--- config.mk ---
export PLATFORM = sky130hd
export DESIGN_NAME = lzd_norm_shift
export DESIGN_NICKNAME = d
export VERILOG_FILES = /design/src/rtl/lzd_norm_shift.sv
export SDC_FILE = /design/constraint.sdc
export NUM_CORES = 1
export LEC_CHECK = 0
export ABC_CLOCK_PERIOD_IN_PS = 2650
export CAP_MARGIN = 20
export CELL_PAD_IN_SITES_DETAIL_PLACEMENT = 1
export CELL_PAD_IN_SITES_GLOBAL_PLACEMENT = 1
export CORE_MARGIN = 2
export CORE_UTILIZATION = 30
export CTS_BUF_LIST = sky130_fd_sc_hd__clkbuf_4 sky130_fd_sc_hd__clkbuf_8
export DETAILED_ROUTE_END_ITERATION = 10
export PLACE_DENSITY_LB_ADDON = 0.1
export SLEW_MARGIN = 20
export SYNTH_ARGS = -nofsm -noshare
export SYNTH_HDL_FRONTEND = slang
export SYNTH_SLANG_ARGS = --single-unit
--- constraint.sdc ---
create_clock -name clk -period 2.65 [get_ports clk]
set_input_delay 0.3975 -clock clk [delete_from_list [all_inputs] [get_ports clk]]
set_output_delay 0.3975 -clock clk [all_outputs]
set_load 0.02 [all_outputs]
--- src/rtl/lzd_norm_shift.sv ---
// Three-stage normalizing barrel shifter: moves the leading one of an operand to the MSB
// using the LZD count and reports its bit index. `LZD_NORM_CHECK_EN adds a sticky chk_fail flag.
module lzd_norm_shift #(
  parameter int WIDTH = 48,
  parameter int CNT_W = 6
) (
  input  logic             clk,
  input  logic             rst_n,
  input  logic             in_valid,
  output logic             in_ready,
  input  logic [WIDTH-1:0] in_data,
  input  logic [CNT_W-1:0] in_cnt,
  input  logic             in_nz,
  output logic             out_valid,
  input  logic             out_ready,
  output logic [WIDTH-1:0] out_mant,
  output logic [CNT_W-1:0] out_exp,
  output logic             out_zero,
  output logic             out_err
`ifdef LZD_NORM_CHECK_EN
  ,
  output logic             chk_fail
`endif
);

  // Count split MSB-first into three slices; the coarsest slice absorbs any remainder.
  localparam int W3 = CNT_W / 3;
  localparam int W2 = (CNT_W - W3) / 2;
  localparam int W1 = CNT_W - W2 - W3;
  localparam int RW = W2 + W3;
  localparam logic [CNT_W-1:0] TOP_EXP = CNT_W'(WIDTH - 1);

  function automatic logic [WIDTH-1:0] shl(input logic [WIDTH-1:0] d,
                                           input logic [CNT_W-1:0] sh);
    return d << sh;
  endfunction

  logic             en1, en2, en3;
  logic             vld_p1, vld_p2, vld_p3;
  logic [WIDTH-1:0] mant_p1, mant_p2;
  logic [RW-1:0]    cnt_p1;
  logic [W3-1:0]    cnt_p2;
  logic [CNT_W-1:0] exp_p1, exp_p2;
  logic             zero_p1, zero_p2, err_p1, err_p2;
  logic             in_bad, in_zero;
  logic [CNT_W-1:0] sh1, sh2, sh3;

  assign en3       = ~vld_p3 | out_ready;
  assign en2       = ~vld_p2 | en3;
  assign en1       = ~vld_p1 | en2;
  assign in_ready  = en1;
  assign out_valid = vld_p3;

  assign in_bad  = int'(in_cnt) >= WIDTH;
  assign in_zero = ~in_nz | in_bad;
  assign sh1     = {in_cnt[CNT_W-1 -: W1], {RW{1'b0}}};
  assign sh2     = CNT_W'({cnt_p1[RW-1 -: W2], {W3{1'b0}}});
  assign sh3     = CNT_W'(cnt_p2);

  // Stage 1 and stage 2 datapath: don't-care while their valid bit is low.
  always_ff @(posedge clk) begin
    if (en1) begin
      mant_p1 <= in_zero ? '0 : shl(in_data, sh1);
      cnt_p1  <= in_zero ? '0 : in_cnt[RW-1:0];
      exp_p1  <= in_zero ? '0 : TOP_EXP - in_cnt;
      zero_p1 <= in_zero;
      err_p1  <= in_nz & in_bad;
    end
    if (en2) begin
      mant_p2 <= shl(mant_p1, sh2);
      cnt_p2  <= cnt_p1[W3-1:0];
      exp_p2  <= exp_p1;
      zero_p2 <= zero_p1;
      err_p2  <= err_p1;
    end
  end

  // Valid chain and stage 3, which doubles as the output register.
  always_ff @(posedge clk or negedge rst_n) begin
    if (!rst_n) begin
      vld_p1   <= 1'b0;
      vld_p2   <= 1'b0;
      vld_p3   <= 1'b0;
      out_mant <= '0;
      out_exp  <= '0;
      out_zero <= 1'b0;
      out_err  <= 1'b0;
    end else begin
      if (en1) vld_p1 <= in_valid;
      if (en2) vld_p2 <= vld_p1;
      if (en3) begin
        vld_p3   <= vld_p2;
        out_mant <= shl(mant_p2, sh3);
        out_exp  <= exp_p2;
        out_zero <= zero_p2;
        out_err  <= err_p2;
      end
    end
  end

`ifdef LZD_NORM_CHECK_EN
  // A retiring nonzero result must carry a set MSB and an in-range exponent.
  always_ff @(posedge clk or negedge rst_n) begin
    if (!rst_n) begin
      chk_fail <= 1'b0;
    end else if (vld_p3 & out_ready & ~out_zero &
                 (~out_mant[WIDTH-1] | (int'(out_exp) >= WIDTH))) begin
      chk_fail <= 1'b1;
    end
  end
`endif

endmodule
==> results_dict.tcl <==
set metrics [dict create \
    fin_hold_ws_ns 0.428 \
    syn_inst 689 \
    layout_commonest_cell "edfxtp_1" \
    antennaDiodeCount 0 \
    nets 852 \
    die_h_um 175 \
    ys_ff_latch 177 \
    synthesis.area_sq_mm 0.00878 \
    grt_max_degree 62 \
    drt.antenna.violating_nets 0 \
    fin_setup_tns_ns 0 \
    cts-buffers-inserted 17 \
    cpMaxStageDelayCell "clkdlybuf4s50_1" \
    routedWlPerCell_um 18.1 \
    cts_tree "built" \
    final_cell_count_no_fill 1189 \
    critPathRequiredTime_ns 2.25 \
    io-pin-count 117 \
    tightest_slew_ns 0.692 \
    synth_top_flop_cell "edfxtp_1" \
    crit_path_max_incr_delay_ns 0.63 \
    die_area_sq_mm 0.0306 \
    yosysSeqAreaShare_pct 57.2 \
    ctsHtreeMaxLevel 4 \
    start_util_pct 30.5 \
    synthArstFlopShare_pct 33.3 \
    grtUsageTotal_pct 14.6 \
    overflow 0 \
    most-common-layout-cells "edfxtp_1 (118), clkdlybuf4s50_1 (115), nor3_1 (99)" \
    end_kind "output port" \
    multiInputGateArea_sq_mm 0.00337 \
    drive_gt1_share_pct 17.4 \
    routed_wl_um 21500 \
    hold_violations 0 \
    p_leak_nw 4.05 \
    cap_violations 0 \
    clk_path_buf_depth 2 \
    fill_cells 3058 \
    design_area_sq_mm 0.0107 \
    grt_pass1_vias 6008 \
    path_clk_slew_ns 0.09 \
    core_sq_mm 0.0288 \
    rsz0062_at_grt "no" \
    syn_nets 749 \
    register_area_sq_mm 0.00502 \
    syn_to_final_growth_pct 21.7 \
    fin_crit_ns 2.28 \
    drt_iter0_drc 403 \
    num_vias 5654 \
    antenna_found_initial 0 \
    place_congestion 0.767 \
    power_density_mw_per_mm2 740 \
    num_rows 62 \
    grt_pass1_wl_um 35000 \
    slew_headroom_pct 53.9 \
    outcome "finished clean" \
    clkLatencyLatePin_ns 0.44 \
    cp_cell_sequence "nor2b_4 -> nand3_2 -> clkdlybuf4s50_1" \
    crit_type "flip-flop to output port" \
    post_synth_num_cell_types 34 \
    skew_ns 0.0149 \
    root_buffer "clkbuf_8" \
    peakVddDrop_v 0.000282 \
    hold_path_class "input pin to asynchronous set/reset pin" \
    drt_drc_violations_left 0 \
    setup_viol 0 \
    dr.pass1.iters 4 \
    dieWidth_um 175 \
    finalMaxSlewViolations 0 \
    synth_edf_count 118 \
    synth.avg_cell_area_sq_um 12.7 \
    max_freq_mhz 440 \
    place_ws_ns 0.301 \
    vias_per_cell 4.76 \
    dp.cells 1156 \
    port_buffers 116 \
    setup_ws_ns 0.375 \
    yosysWarnings 0 \
    fin_crit_sh_pct 85.9 \
    critPathMaxFanout 3 \
    dp_hpwl_um 16400 \
    cp.arrival_ns 1.88 \
    cp-start-kind "flip-flop" \
    cts.sinks 177 \
    placed_area_sq_mm 0.0103 \
]
==> per-layer routing <==
layer  GRT usage (%)  wire length (um)  part of all wire, %  vias up
li1                -                 -                    -     2728
met1            22.2             11300                   52     2786
met2            21.6              9300                   43      126
met3            2.68               793                  3.7       14
met4            3.65               191                 0.89        0
met5               0                 0                    0        -
==> Yosys cell counts (8+ instances only) <==
cell	n	area [sq um]
nand2_1	57	214
buf_2	25	125
edfxtp_1	118	3540
nor3_1	99	495
mux4_2	38	856
mux2i_1	45	450
nor2_1	76	285
a21oi_1	20	100
dfrtp_1	59	1480
buf_4	14	105
and2_1	26	163
nor2b_1	8	50.1
buf_6	10	113
or2_1	8	50.1
mux2_2	34	383
==> stage by stage <==
step	total power, mW	util [%]
6_report	7.90	37.1
3_5_place_dp	6.09	35.7
4_1_cts	8.02	37.1
2_1_floorplan	5.11	-
5_1_grt	8.34	37.1
3_3_place_gp	6.05	35.7
==> registers in the layout (all words and copies together), names as in the netlist <==
signal     flops
cnt_p1         4
cnt_p2         2
err_p1         1
err_p2         1
exp_p1         6
exp_p2         6
mant_p1       48
mant_p2       48
out_err        1
out_exp        6
out_mant      48
out_valid      1
out_zero       1
vld_p1         1
vld_p2         1
zero_p1        1
zero_p2        1
==> final timing paths <==
check,depth (start not counted),to,slack (ns),start
max in group asynchronous,3,out_mant[11],1.29,rst_n
hold reg to reg,0,exp_p2[1],0.43,exp_p1[1]
hold / removal,2,out_valid,0.43,rst_n
setup reg to reg,5,out_mant[21],0.76,out_valid
min in group clk,0,exp_p2[1],0.43,exp_p1[1]
setup / recovery,3,in_ready,0.37,out_valid
==> logic make-up after synthesis <==
| group | share of synthesized area, % |
|---|---|
| compound gates | 2.91 |
| fa+ha+maj | 0.143 |
| buf+inv | 4.48 |
| flops | 57.2 |
| mux | 19.2 |
| simple gates | 16.0 |
==> where the power goes <==
part | switching, mW | leakage [nW] | internal (mW)
sequential | 0.339 | 2.00 | 3.50
clock | 0.989 | 0.196 | 0.927
combinational | 1.09 | 1.85 | 1.05
==> worst max-delay path: cells and delay by family (launching register included) <==
| kind | cells | cell delay [ns] |
|---|---|---|
| buf+inv | 1 | 0.63 |
| simple gates | 2 | 0.41 |
| flops | 1 | 0.39 |
==> final cells by class <==
cell class | count | area share (%)
clock inverter | 15 | 1.56
timing repair buffer | 139 | 13.1
multi-input combinational | 454 | 31.6
sequential | 177 | 47.0
clock buffer | 17 | 2.19
inverter | 3 | 0.105
tap | 384 | 4.50
==> timing repair <==
| action | 4_1_cts | 5_1_grt |
|---|---|---|
| hold buffers | 1 | 0 |
| gates resized for setup | 0 | 0 |
| buffers inserted | 0 | 0 |
| endpoints found under the hold margin | 17 | 0 |
Power figures use the tool's default switching activity.
